--- src/rtl/bcd_bin_pkg.sv ---
// Shared definitions for the sequential BCD-to-binary converter.
//   state_t        : converter FSM states (idle, shifting, result held)
//   BCD_DIGIT_W    : bits per BCD digit
//   BCD_MAX_DIGIT  : largest legal BCD digit value
//   BCD_CORR_THR   : digit value at/above which a halving correction is needed
//   BCD_CORR_SUB   : amount subtracted from a digit that needs correction
//   bcd_corr_digit : applies the per-digit correction after a right shift
package bcd_bin_pkg;

  typedef enum logic [1:0] {
    ST_IDLE  = 2'd0,
    ST_SHIFT = 2'd1,
    ST_DONE  = 2'd2
  } state_t;

  localparam int         BCD_DIGIT_W   = 4;
  localparam logic [3:0] BCD_MAX_DIGIT = 4'd9;
  localparam logic [3:0] BCD_CORR_THR  = 4'd8;
  localparam logic [3:0] BCD_CORR_SUB  = 4'd3;

  // A digit that received the LSB of the next-higher digit carries a weight
  // of 8 in binary but only 5 in decimal, so it must be pulled down by 3.
  function automatic logic [3:0] bcd_corr_digit(input logic [3:0] d);
    return (d >= BCD_CORR_THR) ? (d - BCD_CORR_SUB) : d;
  endfunction

endpackage

--- src/rtl/bcd_bin_step.sv ---
// One iteration of reverse double-dabble (purely combinational).
//   work_i : {BCD field (DIGITS*4 bits), binary field (BIN_W bits)}
//   work_o : work_i shifted right by one, then every BCD digit >= 8 reduced by 3
module bcd_bin_step
  import bcd_bin_pkg::*;
#(
  parameter int DIGITS = 3,
  parameter int BIN_W  = 10
) (
  input  logic [DIGITS*BCD_DIGIT_W+BIN_W-1:0] work_i,
  output logic [DIGITS*BCD_DIGIT_W+BIN_W-1:0] work_o
);

  logic [DIGITS*BCD_DIGIT_W+BIN_W-1:0] shifted;

  always_comb begin
    shifted = work_i >> 1;
    work_o  = shifted;
    for (int d = 0; d < DIGITS; d++) begin
      work_o[BIN_W+d*BCD_DIGIT_W +: BCD_DIGIT_W] =
        bcd_corr_digit(shifted[BIN_W+d*BCD_DIGIT_W +: BCD_DIGIT_W]);
    end
  end

endmodule

--- src/rtl/bcd_to_bin.sv ---
// Sequential BCD-to-binary converter, one bit per clock (reverse double-dabble).
// Optional feature macro: BCD_BIN_CHECK_EN (illegal-digit detection).
// Ports:
//   clk       : system clock, rising edge
//   rst_n     : asynchronous active-low reset
//   in_valid  : BCD word offered
//   in_ready  : converter idle, can accept
//   bcd       : packed BCD operand, digit 0 = bcd[3:0]; sampled on accept
//   out_valid : result valid, held until out_ready
//   out_ready : consumer accepts result
//   bin       : binary result modulo 2**BIN_W
//   ovf       : BCD value exceeded 2**BIN_W-1
//   err       : illegal digit seen (always 0 without BCD_BIN_CHECK_EN)
module bcd_to_bin
  import bcd_bin_pkg::*;
#(
  parameter int DIGITS = 3,
  parameter int BIN_W  = 10
) (
  input  logic                        clk,
  input  logic                        rst_n,
  input  logic                        in_valid,
  output logic                        in_ready,
  input  logic [DIGITS*BCD_DIGIT_W-1:0] bcd,
  output logic                        out_valid,
  input  logic                        out_ready,
  output logic [BIN_W-1:0]            bin,
  output logic                        ovf,
  output logic                        err
);

  localparam int BCD_W  = DIGITS * BCD_DIGIT_W;
  localparam int WORK_W = BCD_W + BIN_W;
  localparam int CNT_W  = (BIN_W > 1) ? $clog2(BIN_W) : 1;
  localparam logic [CNT_W-1:0] CNT_LAST = CNT_W'(BIN_W - 1);

  state_t              state_q, state_d;
  logic [CNT_W-1:0]    cnt_q, cnt_d;
  logic [WORK_W-1:0]   work_q, work_d, work_step;
  logic [BIN_W-1:0]    bin_q, bin_d;
  logic                ovf_q, ovf_d;
  logic                err_q, err_d;
  logic                illegal;

  bcd_bin_step #(
    .DIGITS (DIGITS),
    .BIN_W  (BIN_W)
  ) u_step (
    .work_i (work_q),
    .work_o (work_step)
  );

`ifdef BCD_BIN_CHECK_EN
  always_comb begin
    illegal = 1'b0;
    for (int d = 0; d < DIGITS; d++) begin
      if (bcd[d*BCD_DIGIT_W +: BCD_DIGIT_W] > BCD_MAX_DIGIT) illegal = 1'b1;
    end
  end
`else
  assign illegal = 1'b0;
`endif

  always_comb begin
    state_d = state_q;
    cnt_d   = cnt_q;
    work_d  = work_q;
    bin_d   = bin_q;
    ovf_d   = ovf_q;
    err_d   = err_q;
    unique case (state_q)
      ST_IDLE: begin
        if (in_valid) begin
          work_d  = {bcd, {BIN_W{1'b0}}};
          cnt_d   = '0;
          err_d   = illegal;
          state_d = ST_SHIFT;
        end
      end
      ST_SHIFT: begin
        if (err_q) begin
          // Illegal operand: spend a single cycle here and report a zero result.
          bin_d   = '0;
          ovf_d   = 1'b0;
          state_d = ST_DONE;
        end else begin
          work_d = work_step;
          cnt_d  = cnt_q + 1'b1;
          if (cnt_q == CNT_LAST) begin
            bin_d   = work_step[BIN_W-1:0];
            // Any residue left in the BCD field means the value did not fit.
            ovf_d   = |work_step[WORK_W-1:BIN_W];
            state_d = ST_DONE;
          end
        end
      end
      ST_DONE: begin
        if (out_ready) state_d = ST_IDLE;
      end
      default: state_d = ST_IDLE;
    endcase
  end

  always_ff @(posedge clk or negedge rst_n) begin
    if (!rst_n) begin
      state_q <= ST_IDLE;
      cnt_q   <= '0;
      bin_q   <= '0;
      ovf_q   <= 1'b0;
      err_q   <= 1'b0;
    end else begin
      state_q <= state_d;
      cnt_q   <= cnt_d;
      bin_q   <= bin_d;
      ovf_q   <= ovf_d;
      err_q   <= err_d;
    end
  end

  // Work register is pure datapath; it is always reloaded on accept.
  always_ff @(posedge clk) begin
    work_q <= work_d;
  end

  assign in_ready  = (state_q == ST_IDLE);
  assign out_valid = (state_q == ST_DONE);
  assign bin       = bin_q;
  assign ovf       = ovf_q;
  assign err       = err_q;

endmodule

--- config.mk ---
export PLATFORM = sky130hd
export DESIGN_NAME = bcd_to_bin
export DESIGN_NICKNAME = d
export VERILOG_FILES = /design/src/rtl/bcd_bin_pkg.sv /design/src/rtl/bcd_bin_step.sv /design/src/rtl/bcd_to_bin.sv
export SDC_FILE = /design/constraint.sdc
export NUM_CORES = 1
export LEC_CHECK = 0
export CORE_MARGIN = 1
export CORE_UTILIZATION = 30
export DETAILED_ROUTE_END_ITERATION = 6
export GPL_ROUTABILITY_DRIVEN = 0
export PLACE_DENSITY_LB_ADDON = 0.08
export REMOVE_ABC_BUFFERS = 1
export SLEW_MARGIN = 5
export SYNTH_ARGS = -nofsm -noshare
export SYNTH_HDL_FRONTEND = slang
export SYNTH_SLANG_ARGS = --single-unit
--- constraint.sdc ---
create_clock -name clk -period 1.45 [get_ports clk]
set_input_delay 0.2175 -clock clk [delete_from_list [all_inputs] [get_ports clk]]
set_output_delay 0.2175 -clock clk [all_outputs]
set_load 0.05 [all_outputs]
==> results.txt, run 1 <==
Chip Width -> 79.0 um
H-tree Lvls -> 2
DR iter-0 viols -> 66
Worst flop-to-flop path endpoint -> bin[7]$_DFFE_PN0P_
Cts bufs inserted -> 5
Hold buffers post-CTS -> 0
Remaining Overflow, GRT -> 0
Mapped Area -> 1780 um2
Area occupied by multi-input gates -> 717 um2
Setup TNS Final -> -0.00534 ns
Min Hold Slack -> 0.250 ns
Clock skew -> 0.00976 ns
Leakage -> 1.15 nW
Clk root buf -> clkbuf_8
FP Rows -> 27
Synth cell types -> 33
Sequential area share after synthesis -> 0.594
Vias -> 1223
Ant diodes -> 0
Nets -> 218
Skew-Pair Late Insertion Delay -> 0.30 ns
Final worst slack -> -0.00477 ns
Worst R2R Path Depth -> 5
Avg WL per Cell -> 13.8 um
RSZ-0062 raised after global routing -> true
Port Buffers -> 28
Final wirelength -> 3.72 mm
Avg Inst Size Synth -> 12.5 um2
Total GRT Usage -> 0.131
CTS sink cnt -> 38
Post-Synthesis Cells -> 142
Clock buffer depth -> 2
Failing checks -> negative setup slack
Die area -> 6230 um2
Storage cell area -> 1060 um2
Critical Path End -> bin[7]$_DFFE_PN0P_
Layout cell share with drive strength beyond 1 -> 0.335
Post-synth EDFFs -> 21
Setup slack, reg-to-reg -> -0.005 ns
Final setup violation count -> 2
Max Freq -> 0.687 GHz
CP startpoint kind -> flip-flop
Height of the die -> 79.0 um
Vias in the first global route -> 1224
WS Path Type -> flip-flop to flip-flop
Status -> finished, violations left
R2R Path Start -> cnt_q[1]$_DFFE_PN0P_
Final Slew Violations -> 0
CP Capture Type -> flip-flop
Yosys synthesis warning count -> 0
Largest net degree at the start of global routing -> 23
Main synth FF type -> edfxtp_1
CTS tree -> built
Crit path DAT -> 1.63 ns
Core area -> 5610 um2
Vias per cell -> 4.55
PD cells -> 2420 nW/um2
First-pass GRT wire length -> 6.06 mm
Min Tclk post-route -> 1.45 ns
Initial antenna violation count -> 0
CP max FO -> 6
Hold Fails Final Rpt -> 0
Final Cycle Share -> 1.00
Layout Area Growth over Synthesis -> 47.6%
Post-route DRC violation count -> 0
CP required -> 1.63 ns
Max cap viols -> 0
Fill cells -> 538
VDD IR-drop max -> 0.000677 V
Flops & latches, synth -> 38
Crit. Startpoint -> cnt_q[1]$_DFFE_PN0P_
DP HPWL -> 2.46 mm
I/O pin count -> 30
HP Class -> input pin to async pin
Initial Util -> 0.317
DRT antenna net count -> 0
TritonRoute pass-1 iters -> 5
Clk slew on worst S/H paths -> 0.09 ns
Synth async-reset ratio -> 0.447
-- routing by layer --
metal,global-route usage,up-vias,part of all wire
met3,0.0391,6,0.044
met4,0.0491,0,0.014
met1,0.162,587,0.45
met2,0.217,36,0.49
met5,0,-,0
li1,-,594,-
-- repair_timing --
action                                  4_1_cts  5_1_grt
endpoints found under the setup margin       11       13
pin swaps                                     1        2
buffers inserted                              2        5
resized for setup                             5        7
cloned                                        1        0
-- where the power goes --
part | switching, W | internal [W] | leakage (nW)
clock network | 0.000408 | 0.000690 | 0.0683
registers | 0.000429 | 0.00180 | 0.441
logic | 0.00140 | 0.00162 | 0.642
total | 0.00223 | 0.00411 | 1.15
-- stage by stage --
stage	utilization	cell area (um2)	setup slack, ns	total power, W	instances
final	0.468	2620	-0.00477	0.00634	269
after global routing	0.468	2620	-0.0538	0.00672	269
after CTS	0.455	2550	0.00880	0.00622	264
after detailed placement	0.424	2380	-0.0413	0.00503	253
after global placement	0.424	2380	-0.0222	0.00495	253
after floorplan	-	1750	-0.00808	0.00368	137
-- state kept, by name, indices dropped and copies added (netlist names) --
signal,cells
bin,10
ovf,1
work_q,21
cnt_q,4
state_q,2
-- synth_stat cells, types with 3 or more instances --
cell type,number,area (um2)
xnor2_1,4,35.0
nor2_1,4,15.0
inv_1,7,26.3
and2_1,10,62.6
dfrtp_1,17,425
mux2_4,8,120
nor2b_1,3,18.8
o21ai_0,10,50.1
a21oi_1,4,20.0
mux2_2,4,45.0
nand2_1,20,75.1
ha_1,6,75.1
edfxtp_1,21,631
clkbuf_1,3,11.3
-- layout make-up --
cell class              count  area share
flip-flops and latches     38       0.403
clock inverters             3      0.0262
clock buffers               5      0.0262
inverters                   7      0.0100
repair buffers             51       0.227
well taps                  72      0.0344
multi-input cells          93       0.273
-- worst max-delay path, stage by stage (launching register included) --
cell	delay [ns]
dfrtp_1	0.39
inv_2	0.08
ha_4	0.12
and3b_2	0.20
and2_4	0.22
mux2_4	0.31
-- cells in the final DEF, fill, tap and decap left out, drive strengths merged, types with 2 or more instances in the layout --
cell | synthesis | layout
o21ai | 10 | 10
buf | 2 | 36
xnor2 | 4 | 4
and2 | 11 | 12
mux2 | 12 | 12
nor2b | 3 | 3
nand2 | 20 | 20
inv | 7 | 7
bufinv | 0 | 2
nor2 | 4 | 4
clkbuf | 3 | 5
a21oi | 4 | 4
a22o | 2 | 2
edfxtp | 21 | 21
ha | 6 | 6
clkdlybuf4s50 | 0 | 15
dfrtp | 17 | 17
mux2i | 2 | 2
-- cell families (layout without fill, tap and decap cells) --
logic type	count (synthesis)	in the layout	share of synthesized area
mux	14	14	0.104
fa+ha+maj	6	6	0.0423
buf+inv	12	66	0.0317
xor+xnor	4	4	0.0197
other cells	1	1	0.00211
flops	38	38	0.594
simple gates	46	47	0.135
compound gates	21	21	0.0704
-- worst min-delay path by stage --
stage	from	end	slack, ns	depth (start not counted)
finish	rst_n	cnt_q[3]$_DFFE_PN0P_	0.25	2
global route	rst_n	cnt_q[2]$_DFFE_PN0P_	0.27	2
floorplan	rst_n	bin[0]$_DFFE_PN0P_	-0.08	0
detailed placement	work_q[1]$_SDFFCE_PN0P_	bin[0]$_DFFE_PN0P_	0.48	1
global placement	work_q[1]$_SDFFCE_PN0P_	bin[0]$_DFFE_PN0P_	0.46	1
CTS	rst_n	cnt_q[2]$_DFFE_PN0P_	0.26	2
Power figures use the tool's default switching activity.
==> inputs of run 2 (changes only) <==
--- a/config.mk
+++ b/config.mk
@@ -5,13 +5,15 @@
 export SDC_FILE = /design/constraint.sdc
 export NUM_CORES = 1
 export LEC_CHECK = 0
+export ABC_AREA = 1
+export ABC_CLOCK_PERIOD_IN_PS = 1450
 export CORE_MARGIN = 1
 export CORE_UTILIZATION = 30
 export DETAILED_ROUTE_END_ITERATION = 6
 export GPL_ROUTABILITY_DRIVEN = 0
 export PLACE_DENSITY_LB_ADDON = 0.08
 export REMOVE_ABC_BUFFERS = 1
-export SLEW_MARGIN = 5
+export SLEW_MARGIN = 20
 export SYNTH_ARGS = -nofsm -noshare
 export SYNTH_HDL_FRONTEND = slang
 export SYNTH_SLANG_ARGS = --single-unit
==> run 2 against run 1 <==
Against the previous run:
- the flow now finishes without violations
- maximum frequency increased by 9.5%
- area after synthesis increased by 1.3%
- clock skew decreased by 0.0040 ns
- worst hold slack improved by 0.011 ns
- critical path type is now flip-flop to primary output
- largest cell class unchanged
==> results.txt, run 2 <==
Final Cycle Share -> 0.916
CP max stage delay -> 0.37 ns
WP buf/inv -> 2
Worst path depth -> 3
CP delay by family, top -> flip-flops
Largest register FFs -> 21
Worst R2R Path Depth -> 8
Core area -> 5640 um2
Post-synth EDFFs -> 21
Crit path DAT -> 1.11 ns
Max Freq -> 0.753 GHz
Non-Filler Instances -> 305
Commonest non-fill, non-tap cell in the layout -> nand2_1
Mapped Area -> 1800 um2
Synth async-reset ratio -> 0.447
Critical Path, Cell by Cell -> inv_1 -> nor2_1 -> buf_12
HP Class -> input pin to async pin
Layout cell share with drive strength beyond 1 -> 0.197
Main synth FF type -> edfxtp_1
Final instance area -> 2460 um2
Final Slew Violations -> 0
Yosys synthesis warning count -> 0
Setup WS pre-CTS -> 0.0742 ns
Layout Area Growth over Synthesis -> 36.9%
Final setup violation count -> 0
DR iter-0 viols -> 89
Commonest non-fill, non-tap cells in the layout -> nand2_1, inv_1, edfxtp_1
Vias per cell -> 4.27
Most common cell in the netlist -> nand2_1
CP required -> 1.23 ns
CP startpoint kind -> flip-flop
DRT antenna net count -> 0
Die area -> 6320 um2
Largest net degree at the start of global routing -> 21
Final worst slack -> 0.122 ns
Hold buffers post-CTS -> 0
Vias in the first global route -> 1263
CTS sink cnt -> 38
Internal power -> 0.00359 W
Chip Width -> 79.5 um
Setup slack, reg-to-reg -> 0.14 ns
Sequential power share -> 0.370
Storage cell area -> 1060 um2
Clock skew -> 0.00578 ns
Switching power -> 0.00241 W
Post-route DRC violation count -> 0
Port Buffers -> 28
Largest cells by area after synthesis -> edfxtp_1, dfrtp_1, nand2_1
Nets -> 254
Sw Share -> 0.402
Clock buffer depth -> 2
Worst flop-to-flop path endpoint -> ovf$_DFFE_PN0P_
FP Rows -> 27
Placed Area -> 2340 um2
Status -> completed
Fill cells -> 564
Crit. Startpoint -> state_q[1]$_DFFE_PN0P_
Placed instance count -> 295
Initial Util -> 0.319
First-pass GRT wire length -> 5.78 mm
VDD IR-drop max -> 0.00106 V
Biggest register -> work_q
CP Capture Type -> primary output
Core Util, Final -> 0.437
Clk root buf -> clkbuf_8
Leading area contributor after synthesis -> edfxtp_1
Total GRT Usage -> 0.119
Max cap viols -> 0
Height of the die -> 79.5 um
Slowest CP cell -> dfrtp_1
H-tree Lvls -> 2
Initial antenna violation count -> 0
Post-synth top cells -> nand2_1, inv_1, edfxtp_1
CP max FO -> 3
Cts bufs inserted -> 5
Avg Inst Size Synth -> 9.43 um2
Area occupied by multi-input gates -> 592 um2
PD cells -> 2430 nW/um2
Remaining Overflow, GRT -> 0
Synth cell types -> 21
Hold Fails Final Rpt -> 0
Skew-Pair Late Insertion Delay -> 0.28 ns
Combinational power share -> 0.487
Clk pwr share -> 0.143
I/O pin count -> 30
Final wirelength -> 3.34 mm
Clk slew on worst S/H paths -> 0.08 ns
Setup TNS Final -> 0 ns
R2R Path Start -> work_q[11]$_DFFE_PP_
Min Tclk post-route -> 1.33 ns
WS Path Type -> flip-flop to primary output
Post-Synthesis Cells -> 191
Synth top area share -> 0.350
Ant diodes -> 0
Critical Path End -> out_valid
CTS tree -> built
Leakage -> 1.14 nW
Avg WL per Cell -> 10.9 um
Flops & latches, synth -> 38
Sequential area share after synthesis -> 0.587
TritonRoute pass-1 iters -> 4
Vias -> 1302
DP HPWL -> 2.50 mm
==> run 2: power groups by stage <==
stage / registers [W] / clock network (W) / logic (W)
6_report: 0.00222 / 0.000859 / 0.00292
3_5_place_dp: 0.00225 / 0 / 0.00293
4_1_cts: 0.00223 / 0.000892 / 0.00293
3_3_place_gp: 0.00222 / 0 / 0.00286
2_1_floorplan: 0.00259 / 0 / 0.00126
5_1_grt: 0.00229 / 0.000948 / 0.00325
==> run 2: worst min-delay path by stage <==
stage / to / cells after the start
after global placement: cnt_q[3]$_DFFE_PN0P_ / 1
after global routing: bin[9]$_DFFE_PN0P_ / 2
after detailed placement: bin[0]$_DFFE_PN0P_ / 2
after floorplan: bin[0]$_DFFE_PN0P_ / 0
final: bin[9]$_DFFE_PN0P_ / 2
after CTS: bin[9]$_DFFE_PN0P_ / 2
==> run 2: repair_timing <==
action,4_1_cts,5_1_grt
endpoints found under the setup margin,0,1
resized for setup,0,1
setup buffers,0,2
==> run 2: per-stage QoR <==
stage	power, W	hold WS [ns]
after floorplan	0.00385	-0.0781
after global placement	0.00507	0.466
after detailed placement	0.00517	0.467
after CTS	0.00605	0.264
after global routing	0.00649	0.268
final	0.00600	0.261
==> run 2: cell type report <==
type	instances	share of cell area
Sequential cell	38	0.428
Multi-Input combinational cell	119	0.240
Timing Repair Buffer	40	0.208
Inverter	28	0.0426
Tap cell	72	0.0365
Clock buffer	5	0.0279
Clock inverter	3	0.0162
==> run 2: logic make-up after synthesis <==
logic type / synth area share
compound gates: 0.0855
fa+ha+maj: 0.0417
buf+inv: 0.0848
flops: 0.587
mux: 0.00556
other cells: 0.00208
simple gates: 0.194
==> run 2: worst reg2reg max path, stage by stage, from the launching register on <==
cell	delay (ns)
edfxtp_1	0.45
inv_2	0.08
ha_1	0.22
inv_1	0.05
nand2_1	0.04
nand2_1	0.11
nand3_1	0.09
nor2_1	0.11
a21oi_1	0.06
==> run 2: layer usage <==
metal / global-route usage / vias to the layer above / part of all wire
met5: 0 / - / 0
met4: 0.0382 / 0 / 0.012
met3: 0.0309 / 4 / 0.039
met2: 0.191 / 22 / 0.48
met1: 0.155 / 599 / 0.47
li1: - / 677 / -
==> inputs of run 3 (changes only) <==
--- a/config.mk
+++ b/config.mk
@@ -11,9 +11,11 @@
 export CORE_UTILIZATION = 30
 export DETAILED_ROUTE_END_ITERATION = 6
 export GPL_ROUTABILITY_DRIVEN = 0
+export GPL_TIMING_DRIVEN = 0
 export PLACE_DENSITY_LB_ADDON = 0.08
 export REMOVE_ABC_BUFFERS = 1
 export SLEW_MARGIN = 20
 export SYNTH_ARGS = -nofsm -noshare
 export SYNTH_HDL_FRONTEND = slang
 export SYNTH_SLANG_ARGS = --single-unit
+export TNS_END_PERCENT = 10
==> run 3 against run 2 <==
Against the previous run:
- first-iteration DRC count fell by 20%
- routed wire length fell by 0.81%
- worst setup slack got worse by 0.062 ns
- sequential power fell by 2%
- combinational power fell by 18%
- via count fell by 2.8%
- clock-buffer cell count did not move
- critical path depth fell by 2
- power fell by 9.2%
==> results.txt, run 3 (same netlist as run 2, synthesis figures left out) <==
Skew-Pair Late Insertion Delay -> 0.29 ns
Slew @ Worst Pin -> 0.812 ns
Vias in the first global route -> 1221
Max cap viols -> 0
CP delay by family, top -> buffers and inverters
Final worst slack -> 0.0601 ns
I/O pin count -> 30
TritonRoute pass-1 iters -> 4
Clk root buf -> clkbuf_8
WS Path Type -> flip-flop to primary output
Internal power -> 0.00306 W
HP Class -> input pin to async pin
Status -> completed
Nets -> 242
Clock skew -> 0.00858 ns
DRT antenna net count -> 0
Vias -> 1266
CP Capture Type -> primary output
FP Rows -> 27
CP max FO -> 2
Port Buffers -> 28
CP required -> 1.23 ns
Fill cells -> 553
Die area -> 6320 um2
Worst slew margin -> 0.457
Initial Util -> 0.319
Cts bufs inserted -> 5
Setup WS pre-CTS -> -0.802 ns
Crit path DAT -> 1.17 ns
Final instance area -> 2260 um2
Post-route DRC violation count -> 0
Core area -> 5640 um2
Combinational power share -> 0.437
Switching power -> 0.00239 W
Ant diodes -> 0
Total GRT Usage -> 0.117
Vias per cell -> 4.32
Min Tclk post-route -> 1.39 ns
Remaining Overflow, GRT -> 0
Clk pwr share -> 0.165
CP max stage delay -> 0.53 ns
Chip Width -> 79.5 um
Final wirelength -> 3.31 mm
Max Freq -> 0.719 GHz
Height of the die -> 79.5 um
DR iter-0 viols -> 71
Sw Share -> 0.439
First-pass GRT wire length -> 5.61 mm
Largest register FFs -> 21
CTS sink cnt -> 38
Final Slew Violations -> 0
Post-CTS Setup Bufs -> 0
Tot Pwr -> 0.00545 W
Slowest CP cell -> dlygate4sd2_1
Commonest non-fill, non-tap cell in the layout -> nand2_1
Clock buffer depth -> 2
Leakage -> 1.03 nW
Initial antenna violation count -> 0
Clk slew on worst S/H paths -> 0.08 ns
CTS tree -> built
Commonest non-fill, non-tap cells in the layout -> nand2_1, inv_1, edfxtp_1
CP startpoint kind -> flip-flop
Final Cycle Share -> 0.959
Hold Fails Final Rpt -> 0
Largest net degree at the start of global routing -> 33
Biggest register -> work_q
Avg WL per Cell -> 11.3 um
Critical Path, Cell by Cell -> dlygate4sd2_1
VDD IR-drop max -> 0.000695 V
Core Util, Final -> 0.401
Placed Area -> 2120 um2
WP buf/inv -> 1
Sequential power share -> 0.398
PD cells -> 2410 nW/um2
Layout Area Growth over Synthesis -> 25.6%
Final setup violation count -> 0
Min Hold Slack -> 0.389 ns
Layout cell share with drive strength beyond 1 -> 0.118
DP HPWL -> 2.22 mm
H-tree Lvls -> 2
## run 3: cell type report
type                            instances  area (um2)  area share
Clock inverter                          3        45.0      0.0199
Inverter                               28         114      0.0504
Multi-Input combinational cell        119         624       0.276
Tap cell                               72        90.1      0.0398
Clock buffer                            5        68.8      0.0304
Timing Repair Buffer                   28         262       0.116
Sequential cell                        38        1060       0.468
## run 3: power by group through the flow
stage / clock network (W) / logic, W / registers (W)
global route: 0.000991 / 0.00267 / 0.00223
detailed placement: 0 / 0.00243 / 0.00219
finish: 0.000898 / 0.00238 / 0.00217
global placement: 0 / 0.00236 / 0.00217
floorplan: 0 / 0.00126 / 0.00259
CTS: 0.000930 / 0.00240 / 0.00216
## run 3: final timing paths
path | slack (ns) | to | startpoint | cells past startpoint
min in group clk | 0.46 | bin[0]$_DFFE_PN0P_ | work_q[1]$_SDFFCE_PN0P_ | 2
min | 0.39 | bin[5]$_DFFE_PN0P_ | rst_n | 1
max | 0.06 | bin[3] | bin[3]$_DFFE_PN0P_ | 1
max in group asynchronous | 0.50 | state_q[0]$_DFFE_PN0P_ | rst_n | 1
min reg2reg | 0.46 | bin[0]$_DFFE_PN0P_ | work_q[1]$_SDFFCE_PN0P_ | 2
max reg2reg | 0.11 | work_q[2]$_SDFFCE_PN0P_ | state_q[0]$_DFFE_PN0P_ | 3
## run 3: repair_timing
action                                  4_1_cts  5_1_grt
hold buffers                                  0        0
endpoints found under the setup margin       55       12
gates resized for setup                      27        8
pin swaps                                     0        2
## run 3: per-layer routing
metal  GRT usage  up-vias  share of wire  wire, um
met5           0        -              0         0
met4      0.0382        0          0.014        46
met3      0.0480        6          0.041       135
met2       0.186       20           0.46      1530
met1       0.143      586           0.48      1590
li1            -      654              -         -
## run 3: stage by stage
step	cells	TNS [ns]
floorplan	185	-18.86
global placement	285	-20.42
detailed placement	285	-21.72
CTS	293	0
global route	293	-0.00655
finish	293	0
==> variant: new RTL, settings of run 3 <==
`BIN_W` is set to 10 in 2 places; all go to 20.
--- a/src/rtl/bcd_bin_step.sv
+++ b/src/rtl/bcd_bin_step.sv
@@ -5,7 +5,7 @@
   import bcd_bin_pkg::*;
 #(
   parameter int DIGITS = 3,
-  parameter int BIN_W  = 10
+  parameter int BIN_W  = 20
 ) (
   input  logic [DIGITS*BCD_DIGIT_W+BIN_W-1:0] work_i,
   output logic [DIGITS*BCD_DIGIT_W+BIN_W-1:0] work_o
--- a/src/rtl/bcd_to_bin.sv
+++ b/src/rtl/bcd_to_bin.sv
@@ -15,7 +15,7 @@
   import bcd_bin_pkg::*;
 #(
   parameter int DIGITS = 3,
-  parameter int BIN_W  = 10
+  parameter int BIN_W  = 20
 ) (
   input  logic                        clk,
   input  logic                        rst_n,
Interface: changed (resized bin); port bits go from 30 to 40. No check against the original RTL was run, so the function may have changed too.
==> variant against run 3 <==
- sequential power increased by 50%
- via count increased by 41%
- routed wire length increased by 52%
- sequential cell count increased by 21
- core utilization increased by 0.29 points
- area after synthesis increased by 46%
- total power increased by 54%
- clock power increased by 66%
- global-route usage increased by 0.55 points
- setup slack got worse by 0.038 ns
- final area increased by 49%
- synthesized cell count increased by 36%
==> variant: results (changes against run 3) <==
GRT
  – Via count of the first global-routing pass: 1682 (was 1221)
  – Global-route wire length before repair: 8150 um (was 5610 um)
  – Largest net degree at the start of global routing: 45 (was 33)
  – Initial antenna violation count: 0 (unchanged)
  – GRT Total Usage: 12.3% (was 11.7%)

Worst hold path
  – Worst min path class: in -> reg (was in -> async)

Power and ir drop
  – Static Leak: 1.54 nW (was 1.03 nW)
  – Worst VDD drop: 0.000769 V (was 0.000695 V)
  – NetSw: 3.61 mW (was 2.39 mW)

Synthesis
  – Post-synthesis sequential area ratio: 62.1% (was 58.7%)
  – Synth cell count leaders: nand2_1 (72), inv_1 (34), nor2_1 (34), edfxtp_1 (31), dfrtp_1 (28) (was nand2_1 (59), inv_1 (27), edfxtp_1 (21), nor2_1 (20), dfrtp_1 (17))
  – EDFF count, synth: 31 (was 21)
  – Top FF cell, synth: edfxtp_1 (unchanged)
  – Synth area leaders: edfxtp_1 (35%), dfrtp_1 (27%), nand2_1 (10%), o21ai_2 (6.3%), inv_1 (4.9%) (was edfxtp_1 (35%), dfrtp_1 (24%), nand2_1 (12%), inv_1 (5.6%), o21ai_2 (4.4%))
  – Yosys cell types: 27 (was 21)
  – FFs w/ async S/R, synth: 47.5% (was 44.7%)
  – Syn. warnings: 0 (unchanged)

Layout
  – Final nets: 329 (was 242)
  – Max FFs per register: 31 (was 21)
  – Largest Register: work_q (unchanged)
  – Final Util: 40.4% (was 40.1%)
  – Diodes inserted: 0 (unchanged)
  – Layout cells sized above 1: 21.4% (was 11.8%)
  – Fillers: 849 (was 553)

STA
  – Skew final: 0.00879 ns (was 0.00858 ns)
  – Slew margin rel.: 53.6% (was 45.7%)

CTS
  – CTS root buffer: clkbuf_8 (unchanged)
  – H-tree Lvls: 3 (was 2)
  – Clk buf depth: 2 (unchanged)
  – CTS Buf Count: 9 (was 5)
  – Clk slew on worst S/H paths: 0.07 ns
  – Worst skew pair latency: 0.33 ns (was 0.29 ns)

Placed design
  – Port Buf Inserts: 38 (was 28)
  – Placed inst area: 0.00309 mm2 (was 0.00212 mm2)
  – Final HPWL DP: 2940 um (was 2220 um)

Detailed routing
  – Vias per cell: 4.28 (was 4.32)
  – Initial DRC count: 39 (was 71)
  – First-pass DRT Iterations: 3 (was 4)
  – WL per Instance: 12.1 um (was 11.3 um)

Status
  – Outcome: finished, final reports clean (unchanged)

Setup path
  – Worst Path Max Fanout: 3 (was 2)
  – Worst Path Arrival: 1.64 ns (was 1.17 ns)
[variant: worst paths after layout]
| path | start | to | slack, ns | cells after the start |
|---|---|---|---|---|
| worst min register to register | work_q[1] | bin[0] | 0.47 | 2 |
| worst max register to register | cnt_q[1] | ovf | 0.02 | 9 |
| min in group asynchronous | rst_n | bin[14] | 0.47 | 2 |
| worst max-delay path | cnt_q[1] | ovf | 0.02 | 9 |
| worst min-delay path | out_ready | state_q[1] | 0.43 | 2 |
| max in group asynchronous | rst_n | state_q[0] | 0.50 | 2 |
[variant: power groups by stage]
stage,registers (mW),logic [mW],clock network [mW]
after floorplan,4.10,1.68,0
after detailed placement,3.26,3.72,0
after global routing,3.37,4.08,1.62
after global placement,3.28,3.58,0
final,3.26,3.64,1.49
after CTS,3.23,3.67,1.54
[variant: stage by stage]
| stage | hold slack (ns) | instances | setup slack [ns] | total power, mW |
|---|---|---|---|---|
| 2_1_floorplan | -0.0781 | 251 | -1.09 | 5.78 |
| 3_3_place_gp | 0.448 | 394 | -1.03 | 6.86 |
| 3_5_place_dp | 0.315 | 395 | -0.492 | 6.98 |
| 4_1_cts | 0.421 | 416 | -0.0828 | 8.44 |
| 5_1_grt | 0.428 | 418 | -0.0553 | 9.06 |
| 6_report | 0.434 | 418 | 0.0218 | 8.40 |
[variant: cell families (layout without fill, tap and decap cells)]
group / count (synthesis) / count (layout) / share of synthesized area, %
multiplexers: 1 / 1 / 0.381
AO/OA/AOI/OAI: 35 / 35 / 9.86
buffers and inverters: 45 / 97 / 7.81
flip-flops: 59 / 59 / 62.1
other: 1 / 1 / 0.143
adder cells (fa/ha/maj): 5 / 5 / 2.38
XOR/XNOR: 1 / 1 / 0.333
AND/OR/NAND/NOR: 113 / 114 / 17.0
[variant: per-layer routing]
layer | up-vias | GRT usage [%] | part of all wire (%)
met5 | - | 0 | 0
met3 | 8 | 3.27 | 3.7
li1 | 918 | - | -
met2 | 33 | 19.4 | 47
met1 | 830 | 15.4 | 48
met4 | 0 | 6.34 | 1.6
[variant: layout make-up]
class | instances | area share, %
Inverter | 36 | 4.27
Clock inverter | 5 | 1.56
Tap cell | 105 | 3.90
Clock buffer | 11 | 4.20
Timing Repair Buffer | 44 | 11.9
Sequential cell | 59 | 48.5
Timing Repair inverter | 1 | 0.483
Multi-Input combinational cell | 157 | 25.2
[variant: worst max-delay path, stage by stage, from the launching register on]
cell and delay (ns):
dfrtp_1 0.42, ha_4 0.18, nand2_1 0.05, inv_1 0.04, nand2_2 0.09, nor2_4 0.06
buf_4 0.13, or2_2 0.26, inv_1 0.05, a21oi_1 0.03
[variant: what timing repair did]
item,in CTS,in global routing
setup buffers,3,1
pin swaps,3,2
gates resized for setup,52,30
hold endpoints to repair,28,0
hold buffers,1,0
gates cloned,1,1
endpoints found under the setup margin,84,69
